<file path="src/rtl/cp0_irq_ctrl.sv">
// cp0_irq_ctrl: sticky maskable interrupts, CP0 Status/Cause/EPC and safe-point interrupt take/ERET FSM
module cp0_irq_ctrl #(
  parameter int          NUM_IRQ      = 8,
  parameter logic [31:0] HANDLER_ADDR = 32'h0000_0180
) (
  input  logic               clk,
  input  logic               rst,
  input  logic               stall,
  input  logic [NUM_IRQ-1:0] irq_in,
  input  logic [31:0]        inst_i,
  input  logic               ctrl_flow_e,
  input  logic [31:0]        pc_i,
  input  logic               cop_we,
  input  logic [4:0]         cop_addr,
  input  logic [31:0]        cop_wdata,
  output logic [31:0]        cop_rdata,
  input  logic               eret_e,
  output logic               take_irq,
  output logic [31:0]        handler_pc,
  output logic [31:0]        epc,
  output logic               in_handler
);
  typedef enum logic [1:0] {IDLE, ARMED, HANDLER} stateT;
  stateT state;
  logic [NUM_IRQ-1:0] irqS, ip, im, pending, w1cMask;
  logic ie, req, brI, blocked, wrStatus, wrCause, wrEpc, eretOk;
  logic [2:0] irqId, lowId;
  logic [5:0] op, funct;
  logic [31:0] statusReg, causeReg;
  assign op = inst_i[31:26];
  assign funct = inst_i[5:0];
  assign brI = (op >= 6'h01 && op <= 6'h07) || (op == 6'h00 && (funct == 6'h08 || funct == 6'h09));
  assign blocked = stall | ctrl_flow_e | cop_we | brI;
  assign pending = ip & im;
  assign req = (|pending) & ie;
  assign wrStatus = cop_we & ~stall & (cop_addr == 5'd12);
  assign wrCause = cop_we & ~stall & (cop_addr == 5'd13);
  assign wrEpc = cop_we & ~stall & (cop_addr == 5'd14);
  assign w1cMask = wrCause ? cop_wdata[8 +: NUM_IRQ] : '0;
  assign eretOk = eret_e & ~stall;
  assign take_irq = ~rst & (state == ARMED) & req & ~blocked;
  assign in_handler = (state == HANDLER);
  assign handler_pc = HANDLER_ADDR;
  // Lowest-numbered pending line has the highest priority
  always_comb begin
    lowId = '0;
    for (int i = NUM_IRQ - 1; i >= 0; i--)
      if (pending[i]) lowId = 3'(i);
  end
  always_comb begin
    statusReg = '0;
    statusReg[8 +: NUM_IRQ] = im;
    statusReg[0] = ie;
    causeReg = '0;
    causeReg[8 +: NUM_IRQ] = ip;
    causeReg[4:2] = irqId;
    cop_rdata = cop_addr == 5'd12 ? statusReg :
                cop_addr == 5'd13 ? causeReg :
                cop_addr == 5'd14 ? epc : '0;
  end
  always_ff @(posedge clk) begin
    if (rst) begin
      state <= IDLE;
      irqS <= '0;
      ip <= '0;
      im <= '0;
      ie <= 1'b0;
      irqId <= '0;
      epc <= '0;
    end else begin
      irqS <= irq_in;
      ip <= (ip & ~w1cMask) | irqS;
      if (wrStatus) begin
        ie <= cop_wdata[0];
        im <= cop_wdata[8 +: NUM_IRQ];
      end
      if (wrEpc) epc <= cop_wdata;
      if (eretOk) ie <= 1'b1;
      if (take_irq) begin
        epc <= pc_i;
        irqId <= lowId;
        ie <= 1'b0;
      end
      state <= state == IDLE  ? (req ? ARMED : IDLE) :
               state == ARMED ? (take_irq ? HANDLER : req ? ARMED : IDLE) :
               (eretOk ? IDLE : HANDLER);
    end
  end
endmodule

</file>
<file path="config.mk">
export PLATFORM = sky130hd
export DESIGN_NAME = cp0_irq_ctrl
export DESIGN_NICKNAME = d
export VERILOG_FILES = /design/src/rtl/cp0_irq_ctrl.sv
export SDC_FILE = /design/constraint.sdc
export NUM_CORES = 1
export LEC_CHECK = 0
export BUFFER_PORTS_ARGS = -buffer_cell sky130_fd_sc_hd__buf_2
export CELL_PAD_IN_SITES_DETAIL_PLACEMENT = 1
export CELL_PAD_IN_SITES_GLOBAL_PLACEMENT = 1
export CORE_ASPECT_RATIO = 0.7
export CORE_MARGIN = 1
export CORE_UTILIZATION = 30
export DETAILED_ROUTE_END_ITERATION = 6
export PLACE_DENSITY_LB_ADDON = 0.1
export SETUP_SLACK_MARGIN = 0.3
export SYNTH_ARGS = -nofsm -noshare
export SYNTH_HDL_FRONTEND = slang
export SYNTH_SLANG_ARGS = --single-unit
</file>
<file path="constraint.sdc">
create_clock -name clk -period 4.2 [get_ports clk]
set_input_delay 0.21 -clock clk [delete_from_list [all_inputs] [get_ports clk]]
set_output_delay 0.21 -clock clk [all_outputs]
set_load 0.05 [all_outputs]
</file>
==> parameters.txt, run 1 <==
Parameter                              Value

Outcome
  Outcome    completed

Placement
  Number of I/O port buffers    159
  DP HPWL    7660 um
  Final GP Congestion    0.756

Timing
  Share of the cycle needed by the critical path after routing    0.653
  Number of pins with negative max-slew slack in the final report    0
  Final Hold Violating Endpoints    0
  Maximum clock frequency    364 MHz
  Setup repair after global routing missed its margin    no
  Total negative slack for setup checks    0 ns
  Max-Slew Margin vs Limit    0.264
  Worst-case clock skew    0.00514 ns
  Min Clock Period, post-route    2.74 ns
  Final setup violation count    0
  Transition time of the tightest slew-check pin    1.10 ns

Critical path
  Critical-path top delay cell    sky130_fd_sc_hd__or2_2
  Required @ worst endpoint    3.99 ns
  WP data arrival    2.53 ns
  Highest fanout seen on the critical path    35
  Register-to-Register Setup Slack    1.86 ns
  Critical Path Sink Type    output port
  Max incr delay on CP    0.68 ns
  Cells traversed along the worst timing path    buf_2 > or4b_1 > o21ai_0 > a21o_1 > buf_4 > or2_2 > inv_1 > buf_2
  Launch instance of the worst register-to-register path    ip[6]$_SDFF_PP0_
  Cell seen most often among critical-path stages    sky130_fd_sc_hd__buf_2
  Setup CP Type    input pin to output port
  CP Launch Type    input pin
  Startpoint of the most critical setup path    inst_i[2]

Pwr
  Comb power frac    0.114
  Power spent charging and discharging nets    0.000378 W
  Switching fraction of total power    0.257
  Pleak    2.28 nW
  Worst vdd rail ir drop    163 uV
  Share of total power in the clock network    0.473
  Sequential power share    0.413
  Int Power    0.00110 W
  Total Power    0.00147 W
  Ratio of total power to cell area    331 nW/um^2

Synthesis
  Count of unique library cells instantiated by Yosys    35
  Synth Area per Inst    9.05 sq um
  Syn. warnings    0
  Instance count of the mapped netlist    374
  Register bit count reported by yosys    62
  Sequential fraction of the synthesis area    0.367
  Netlist Area Pre-Place    3390 sq um

Global routing
  First-pass GRT wire length    16,800 um
  Initial antenna violation count    1
  Maximum number of pins on one net before global-route repair    64
  Total overflow reported by the global router    0
  Global-route usage over all layers    0.189
  Number of global-route vias before repair    3,192

CTS
  Setup repair bufs after CTS    0
  Worst-Skew Late Latency    0.33 ns
  Number of buffers inserted during clock tree synthesis    9
  Number of H-tree levels    3
  CTS Root Cell    sky130_fd_sc_hd__clkbuf_16
  Clock edge transition at the registers on the reported setup and hold paths    0.05 ns
  Max clock buf depth    2
  Clock Sinks    62
  Number of hold-repair buffers added at the cts stage    0
  TritonCTS clock tree    built
  Post_cts resized    0

Floorplan
  Total die area    11,700 sq um
  Cell row count    32
  Ports    213
  Initial Utilization    0.307
  X dimension of the die    129 um
  Area inside the core boundary    11,000 sq um
  Die Ht    90.9 um

Cells and area
  Net count, final    636
  Commonest non-fill, non-tap cells in the layout    sky130_fd_sc_hd__buf_2 (159), sky130_fd_sc_hd__dfxtp_1 (62), sky130_fd_sc_hd__mux2i_1 (43)
  Filler Cells Inserted    1,367
  Area growth from synthesis to final layout    31.6%
  Register Area    1240 sq um
  Most common cell after layout, fill and taps aside    sky130_fd_sc_hd__buf_2
  Count of inserted antenna diode cells    0
  Share of post-route cells with drive strength above 1    0.405
  Combined area of the multi-input logic cells    1890 sq um

Route
  Detail-routed via count per cell    4.74
  Number of routed nets with antenna violations    0
  Detailed-route wire length per cell    16.0 um
  Residual DRC    0
  First-iteration detailed-routing DRC count    94
  Total via count in the routed design    3,216
  Drt first pass iters    4
  Wire length reported by the detailed router    10,900 um

Worst hold path
  Beginning of the worst hold path    irq_in[5]
  Type of the tightest min-delay check    input pin to flip-flop

Job
  Count of max-cap constraint violations    0
==> routing by layer <==
layer,vias up,share of wire,global-route usage
li1,1552,-,-
met1,1516,0.46,0.245
met2,142,0.44,0.297
met3,6,0.099,0.0752
met4,0,0.0063,0.0353
met5,-,0,0
==> final cells by class <==
class	count	area share
Clock buffer	16	0.0632
Sequential cell	62	0.279
Tap cell	153	0.0430
Inverter	3	0.00253
Multi-Input combinational cell	280	0.424
Timing Repair Buffer	165	0.189
==> cell usage after synthesis (all sizes together) <==
cell	instances	area (sq um)
a211oi	33	393
a21o	1	7.51
a21oi	17	85.1
a221oi	1	8.76
a22o	1	10.0
a22oi	3	22.5
a311o	1	10.0
a32o	4	40.0
a32oi	1	8.76
and2	21	131
and3	1	6.26
buf	40	305
clkbuf	19	71.3
clkinv	1	3.75
conb	2	7.51
dfxtp	62	1240
inv	2	7.51
mux2i	43	430
nand2	28	105
nand2b	3	18.8
nor2	24	90.1
nor2b	12	82.6
nor3	34	170
nor3b	1	7.51
nor4	1	6.26
nor4b	1	15.0
nor4bb	1	10.0
o21ai	13	65.1
o41ai	1	8.76
or2	1	6.26
or4b	1	10.0
==> sequential cells by signal (all words and copies together) (netlist names) <==
| name | cells |
|---|---|
| epc | 32 |
| ie | 1 |
| im | 8 |
| ip | 8 |
| irqId | 3 |
| irqS | 8 |
| state | 2 |
==> power groups by stage <==
stage / Combinational, W / Clock (W) / Sequential (W)
after floorplan: 0.000125 / 0 / 0.000623
after global placement: 0.000166 / 0 / 0.000621
after detailed placement: 0.000167 / 0 / 0.000622
after CTS: 0.000168 / 0.000723 / 0.000610
after global routing: 0.000179 / 0.000744 / 0.000611
final: 0.000167 / 0.000698 / 0.000610
==> path summary, 6_finish.rpt <==
kind,cells after the start,to
worst min register to register,2,ip[5]$_SDFF_PP0_
worst max register to register,6,epc[1]$_SDFFE_PP0P_
worst max-delay path,8,take_irq
worst min-delay path,2,irqS[5]$_SDFF_PP0_
==> through the flow <==
| stage | std cells | util | setup WS [ns] | cell area (sq um) | hold WS, ns |
|---|---|---|---|---|---|
| after CTS | 679 | 0.405 | 1.41 | 4450 | 0.0853 |
| after floorplan | 404 | - | 1.92 | 3500 | 0.338 |
| after global routing | 679 | 0.405 | 1.26 | 4450 | 0.0908 |
| final | 679 | 0.405 | 1.46 | 4450 | 0.0991 |
| after global placement | 663 | 0.379 | 1.32 | 4170 | 0.424 |
| after detailed placement | 663 | 0.379 | 1.32 | 4170 | 0.430 |
==> cell families (layout without fill, tap and decap cells) <==
kind of cell,count (synthesis),after routing,synth area share
DFF,62,62,0.367
muxes,43,43,0.127
AOI/OAI and AO/OA,76,76,0.195
other,2,32,0.00222
buffers and inverters,62,184,0.115
and+or+nand+nor,129,129,0.195
==> critical path, delay by kind of cell <==
family	cells	cell delay (ns)
AO/OA/AOI/OAI	2	0.29
buffers and inverters	4	0.83
AND/OR/NAND/NOR	2	1.18
(Power assumes the default switching activity.)
==> run 2, diff against run 1 <==
==> constraint.sdc (replaced) <==
create_clock -name clk -period 2.65 [get_ports clk]
set_input_delay 0.1325 -clock clk [delete_from_list [all_inputs] [get_ports clk]]
set_output_delay 0.1325 -clock clk [all_outputs]
set_load 0.05 [all_outputs]
==> run 2 against run 1 <==
Global-route usage rose by 0.17 points. Register-to-register slack worse by 1.3 ns. Via count fell by 0.47%. Wire length is 0.89% higher. Worst hold slack worse by 0.085 ns. Sequential share of layout area is 0.49 points lower. Clock power grew 79%. Cell area up 1.8%. Non-clock buffer count up 3. Die area unchanged. Final cell count is 0.44% higher. Critical path type is now flip-flop to output port. Critical endpoint unchanged.
==> parameters.txt, run 2 (synthesis gave the netlist of run 1 again) <==
Parameter                              Value

Outcome
  Outcome    completed

Pwr
  Int Power    0.00186 W
  Worst vdd rail ir drop    317 uV
  Ratio of total power to cell area    547 nW/um^2
  Power spent charging and discharging nets    0.000622 W
  Comb power frac    0.106
  Switching fraction of total power    0.251
  Share of total power in the clock network    0.504
  Sequential power share    0.390
  Pleak    2.31 nW

Route
  Total via count in the routed design    3,201
  Detailed-route wire length per cell    16.1 um
  First-iteration detailed-routing DRC count    85
  Wire length reported by the detailed router    11,000 um
  Residual DRC    0
  Detail-routed via count per cell    4.69
  Number of routed nets with antenna violations    0
  Drt first pass iters    6

Critical path
  Highest fanout seen on the critical path    4
  Crit path capture    take_irq
  Required @ worst endpoint    2.52 ns
  Critical-path top delay cell    sky130_fd_sc_hd__dfxtp_1
  WP data arrival    1.98 ns
  Cells traversed along the worst timing path    a22oi_1 > nor2b_4 > a311o_2 > or2_4 > inv_1 > buf_4
  Launch instance of the worst register-to-register path    ip[6]$_SDFF_PP0_
  Register-to-Register Setup Slack    0.56 ns
  Max incr delay on CP    0.41 ns
  R2R depth    7
  Setup CP Type    flip-flop to output port
  Capturing point of the worst reg2reg path    epc[1]$_SDFFE_PP0P_
  Startpoint of the most critical setup path    ip[6]$_SDFF_PP0_
  Critical Path Sink Type    output port
  CP Launch Type    flip-flop

Timing
  Final Hold Violating Endpoints    0
  Max-Slew Margin vs Limit    0.414
  Total negative slack for setup checks    0 ns
  Worst-case clock skew    0.00865 ns
  Number of pins with negative max-slew slack in the final report    0
  Share of the cycle needed by the critical path after routing    0.796
  Maximum clock frequency    474 MHz
  Transition time of the tightest slew-check pin    0.879 ns
  Setup repair after global routing missed its margin    no
  Final setup violation count    0
  Min Clock Period, post-route    2.11 ns

Cells and area
  Share of post-route cells with drive strength above 1    0.414
  Area growth from synthesis to final layout    33.9%
  Commonest non-fill, non-tap cells in the layout    sky130_fd_sc_hd__buf_2 (158), sky130_fd_sc_hd__dfxtp_1 (62), sky130_fd_sc_hd__mux2i_1 (43)
  Most common cell after layout, fill and taps aside    sky130_fd_sc_hd__buf_2
  Net count, final    639
  Max FFs per register    32
  Util after Layout    0.412
  Count of inserted antenna diode cells    0
  Most flop-heavy register    epc

CTS
  Max clock buf depth    2
  CTS Root Cell    sky130_fd_sc_hd__clkbuf_16
  Number of buffers inserted during clock tree synthesis    9
  Clock Sinks    62
  Number of H-tree levels    3
  Worst-Skew Late Latency    0.33 ns
  Clock edge transition at the registers on the reported setup and hold paths    0.05 ns
  TritonCTS clock tree    built

Worst hold path
  Type of the tightest min-delay check    input pin to flip-flop
  Worst hold path cell count    2

Floorplan
  Die Ht    90.9 um
  X dimension of the die    129 um
  Total die area    11,700 sq um
  Initial Utilization    0.307
  Area inside the core boundary    11,000 sq um
  Ports    213
  Cell row count    32

Global routing
  Maximum number of pins on one net before global-route repair    64
  Total overflow reported by the global router    0
  Global-route usage over all layers    0.191
  First-pass GRT wire length    16,900 um
  Initial antenna violation count    1
  Number of global-route vias before repair    3,137

Placement
  Number of I/O port buffers    159
  DP HPWL    7750 um
  Final GP Congestion    0.767

Job
  Count of max-cap constraint violations    0
run 2: final cells by class:
type	instances	area [sq um]
Sequential cell	62	1240
Timing Repair Buffer	168	878
Inverter	3	11.3
Multi-Input combinational cell	280	1890
Tap cell	153	191
Fill cell	1335	6480
Clock buffer	14	284
Clock inverter	2	37.5
run 2: through the flow:
stage	worst slack [ns]	std cells	total power (W)	hold slack [ns]	cell area (sq um)
floorplan	0.522	404	0.00119	0.261	3500
global placement	0.520	664	0.00125	0.347	4190
detailed placement	0.451	664	0.00125	0.353	4190
CTS	0.337	680	0.00251	0.00293	4520
global route	0.423	682	0.00257	0.00391	4530
finish	0.541	682	0.00248	0.0142	4530
run 2: layer usage:
layer,vias up,routed length [um],track usage
met4,0,121,0.0588
met1,1511,5300,0.257
li1,1556,-,-
met3,10,878,0.0640
met2,124,4660,0.286
met5,-,0,0
run 2: timing repair:
item                       in CTS  in global routing
hold buffers                    0                  0
pin swaps                       0                  1
buffers inserted                0                  2
resized for setup               2                  0
setup endpoints to repair       1                  1
run 2: worst max-delay path: cells and delay by family (launching register included):
kind | cells | cell delay [ns]
simple gates | 2 | 0.41
compound gates | 2 | 0.54
flops | 1 | 0.41
buf+inv | 2 | 0.28
run 2: power by group through the flow:
| stage | sequential, W | clock (W) | combinational (W) |
|---|---|---|---|
| final | 0.000966 | 0.00125 | 0.000264 |
| after global placement | 0.000985 | 0 | 0.000262 |
| after CTS | 0.000966 | 0.00128 | 0.000265 |
| after global routing | 0.000968 | 0.00132 | 0.000283 |
| after floorplan | 0.000987 | 0 | 0.000199 |
| after detailed placement | 0.000986 | 0 | 0.000264 |
run 2: worst min-delay path by stage:
| stage | start | endpoint | slack, ns |
|---|---|---|---|
| 2_1_floorplan | irq_in[0] | irqS[0]$_SDFF_PP0_ | 0.26 |
| 3_5_place_dp | irq_in[6] | irqS[6]$_SDFF_PP0_ | 0.35 |
| 3_3_place_gp | irq_in[7] | irqS[7]$_SDFF_PP0_ | 0.35 |
| 4_1_cts | irq_in[6] | irqS[6]$_SDFF_PP0_ | 0.003 |
| 6_report | irq_in[6] | irqS[6]$_SDFF_PP0_ | 0.01 |
| 5_1_grt | irq_in[7] | irqS[7]$_SDFF_PP0_ | 0.004 |
==> run 3, diff against run 2 <==
--- a/config.mk
+++ b/config.mk
@@ -10,7 +10,7 @@
 export CELL_PAD_IN_SITES_GLOBAL_PLACEMENT = 1
 export CORE_ASPECT_RATIO = 0.7
 export CORE_MARGIN = 1
-export CORE_UTILIZATION = 30
+export CORE_UTILIZATION = 27
 export DETAILED_ROUTE_END_ITERATION = 6
 export PLACE_DENSITY_LB_ADDON = 0.1
 export SETUP_SLACK_MARGIN = 0.3
==> constraint.sdc (replaced) <==
create_clock -name clk -period 1.9 [get_ports clk]
set_input_delay 0.095 -clock clk [delete_from_list [all_inputs] [get_ports clk]]
set_output_delay 0.095 -clock clk [all_outputs]
set_load 0.05 [all_outputs]
==> run 3 against run 2 <==
Worst hold slack gained 0.024 ns. Critical path type unchanged. Global-route usage is essentially flat. Critical path depth stayed put. Total power rose by 39%. Flip-flop and latch count unchanged. Register-to-register slack got worse by 0.48 ns. Largest cell class unchanged. Setup slack lost 0.47 ns. Combinational power up 56%. Clock skew is 0.0020 ns lower.
==> parameters.txt, run 3 (synthesis gave the netlist of run 1 again) <==
Parameter                              Value

Route
  Number of routed nets with antenna violations    0
  Residual DRC    0
  Wire length reported by the detailed router    12,300 um
  Total via count in the routed design    3,387
  Detail-routed via count per cell    4.70
  Drt first pass iters    4
  First-iteration detailed-routing DRC count    126
  Detailed-route wire length per cell    17.1 um

Cells and area
  Count of inserted antenna diode cells    0
  Net count, final    673
  Commonest non-fill, non-tap cells in the layout    sky130_fd_sc_hd__buf_2 (158), sky130_fd_sc_hd__dfxtp_1 (49), sky130_fd_sc_hd__mux2i_1 (43)
  Post-route cell area    5050 sq um
  Most common cell after layout, fill and taps aside    sky130_fd_sc_hd__buf_2
  Most flop-heavy register    epc
  Area growth from synthesis to final layout    49.3%
  Max FFs per register    32
  Share of post-route cells with drive strength above 1    0.494

Timing
  Max-Slew Margin vs Limit    0.384
  Total negative slack for setup checks    0 ns
  Maximum clock frequency    546 MHz
  Worst slack on hold paths    0.0382 ns
  Worst-case clock skew    0.00666 ns
  Setup repair after global routing missed its margin    yes
  Min Clock Period, post-route    1.83 ns
  Transition time of the tightest slew-check pin    0.924 ns
  Final setup violation count    0
  Number of pins with negative max-slew slack in the final report    0
  Share of the cycle needed by the critical path after routing    0.965
  Final Hold Violating Endpoints    0

Worst hold path
  Type of the tightest min-delay check    input pin to flip-flop
  Worst hold endpoint    im[2]$_SDFFE_PP0P_
  Worst hold path cell count    3
  Beginning of the worst hold path    cop_wdata[10]

Placement
  Total cell area at the placement stage    4360 sq um
  Number of I/O port buffers    159
  DP HPWL    8430 um
  Final GP Congestion    0.736

Global routing
  Initial antenna violation count    0
  First-pass GRT wire length    18,700 um
  Total overflow reported by the global router    0
  Number of global-route vias before repair    3,506
  Maximum number of pins on one net before global-route repair    64
  Global-route usage over all layers    0.192

Floorplan
  Die Ht    95.7 um
  X dimension of the die    136 um
  Cell row count    33
  Area inside the core boundary    12,000 sq um
  Total die area    13,000 sq um
  Initial Utilization    0.283
  Ports    213

Critical path
  Launch instance of the worst register-to-register path    ip[6]$_SDFF_PP0_
  Setup CP Type    flip-flop to output port
  Critical-path top delay cell    sky130_fd_sc_hd__dfxtp_2
  Highest fanout seen on the critical path    3
  Max incr delay on CP    0.34 ns
  Register-to-Register Setup Slack    0.08 ns
  Cells traversed along the worst timing path    a22oi_2 > nor2b_4 > a311o_2 > or2_4 > clkinvlp_4 > buf_8
  Capturing point of the worst reg2reg path    irqId[2]$_SDFFE_PP0N_
  WP data arrival    1.74 ns
  R2R depth    7
  CP Launch Type    flip-flop
  Required @ worst endpoint    1.80 ns
  Critical Path Sink Type    output port

Pwr
  Int Power    0.00254 W
  Sequential power share    0.390
  Ratio of total power to cell area    681 nW/um^2
  Total Power    0.00344 W
  Worst vdd rail ir drop    392 uV
  Pleak    2.55 nW
  Share of total power in the clock network    0.490
  Power spent charging and discharging nets    0.000899 W
  Comb power frac    0.120
  Switching fraction of total power    0.261

CTS
  Max clock buf depth    2
  Number of buffers inserted during clock tree synthesis    9
  Clock edge transition at the registers on the reported setup and hold paths    0.06 ns
  CTS Root Cell    sky130_fd_sc_hd__clkbuf_16
  Number of H-tree levels    3
  Clock Sinks    62
  Worst-Skew Late Latency    0.33 ns
  TritonCTS clock tree    built

Outcome
  Outcome    completed

Job
  Count of max-cap constraint violations    0
==> run 3: changes by cell type in the layout (fill, tap and decap cells not counted), moves of 3 or more <==
cell / before / now
sky130_fd_sc_hd__buf_4: 9 / 25
sky130_fd_sc_hd__dfxtp_1: 62 / 49
sky130_fd_sc_hd__dfxtp_2: 0 / 10
sky130_fd_sc_hd__a21oi_1: 17 / 9
sky130_fd_sc_hd__a21oi_2: 0 / 8
sky130_fd_sc_hd__dlygate4sd3_1: 0 / 8
sky130_fd_sc_hd__nor3_1: 34 / 28
sky130_fd_sc_hd__nor3_2: 0 / 6
sky130_fd_sc_hd__buf_12: 1 / 4
sky130_fd_sc_hd__buf_8: 0 / 3
sky130_fd_sc_hd__dfxtp_4: 0 / 3
sky130_fd_sc_hd__o21ai_0: 13 / 10
sky130_fd_sc_hd__o21ai_1: 0 / 3
==> run 3: how the worst max path moves through the flow <==
stage          depth (start not counted)        startpoint                    end
2_1_floorplan                          8         inst_i[2]        ie$_SDFFE_PP0P_
3_3_place_gp                           6  ip[6]$_SDFF_PP0_  irqId[2]$_SDFFE_PP0N_
3_5_place_dp                           6  ip[6]$_SDFF_PP0_  irqId[2]$_SDFFE_PP0N_
4_1_cts                                6  ip[6]$_SDFF_PP0_               take_irq
5_1_grt                                6  ip[6]$_SDFF_PP0_               take_irq
6_report                               6  ip[6]$_SDFF_PP0_               take_irq
==> run 3: final cells by class <==
cell class,instances,area [sq um]
clock buffer,13,260
sequential,62,1260
fill,1430,6920
multi-input combinational,280,2000
timing repair buffer,202,1270
inverter,3,15.0
clock inverter,3,42.5
tap,157,196
==> run 3: routing by layer <==
layer  global-route usage  wire length [um]  vias up
met2                0.312              5390      120
li1                     -                 -     1630
met4               0.0506               104        0
met3               0.0606               914       11
met5                    0                 0        -
met1                0.244              5890     1626
==> run 3: power by group through the flow <==
stage / Sequential (W) / Clock (W) / Combinational (W)
after floorplan: 0.00138 / 0 / 0.000281
after global placement: 0.00137 / 0 / 0.000385
after detailed placement: 0.00137 / 0 / 0.000388
after CTS: 0.00134 / 0.00173 / 0.000407
after global routing: 0.00135 / 0.00178 / 0.000440
final: 0.00134 / 0.00168 / 0.000412
==> run 3: critical path: cells and delay by family, from the launching register on <==
family | cells | cell delay [ns]
AND/OR/NAND/NOR | 2 | 0.41
AO/OA/AOI/OAI | 2 | 0.40
flip-flops | 1 | 0.34
buffers and inverters | 2 | 0.24
==> run 3: timing repair <==
action | in CTS | in global routing
hold buffers | 8 | 0
resized for setup | 18 | 12
endpoints found under the hold margin | 8 | 0
cloned | 2 | 1
pin swaps | 2 | 3
setup buffers | 11 | 4
setup endpoints to repair | 40 | 45
==> run 3: stage by stage <==
step | util | setup slack, ns | std cells
global route | 0.422 | 0.00829 | 720
detailed placement | 0.364 | 0.0434 | 678
floorplan | - | 0.113 | 404
CTS | 0.414 | 0.0560 | 715
global placement | 0.364 | 0.0931 | 678
finish | 0.422 | 0.0672 | 720
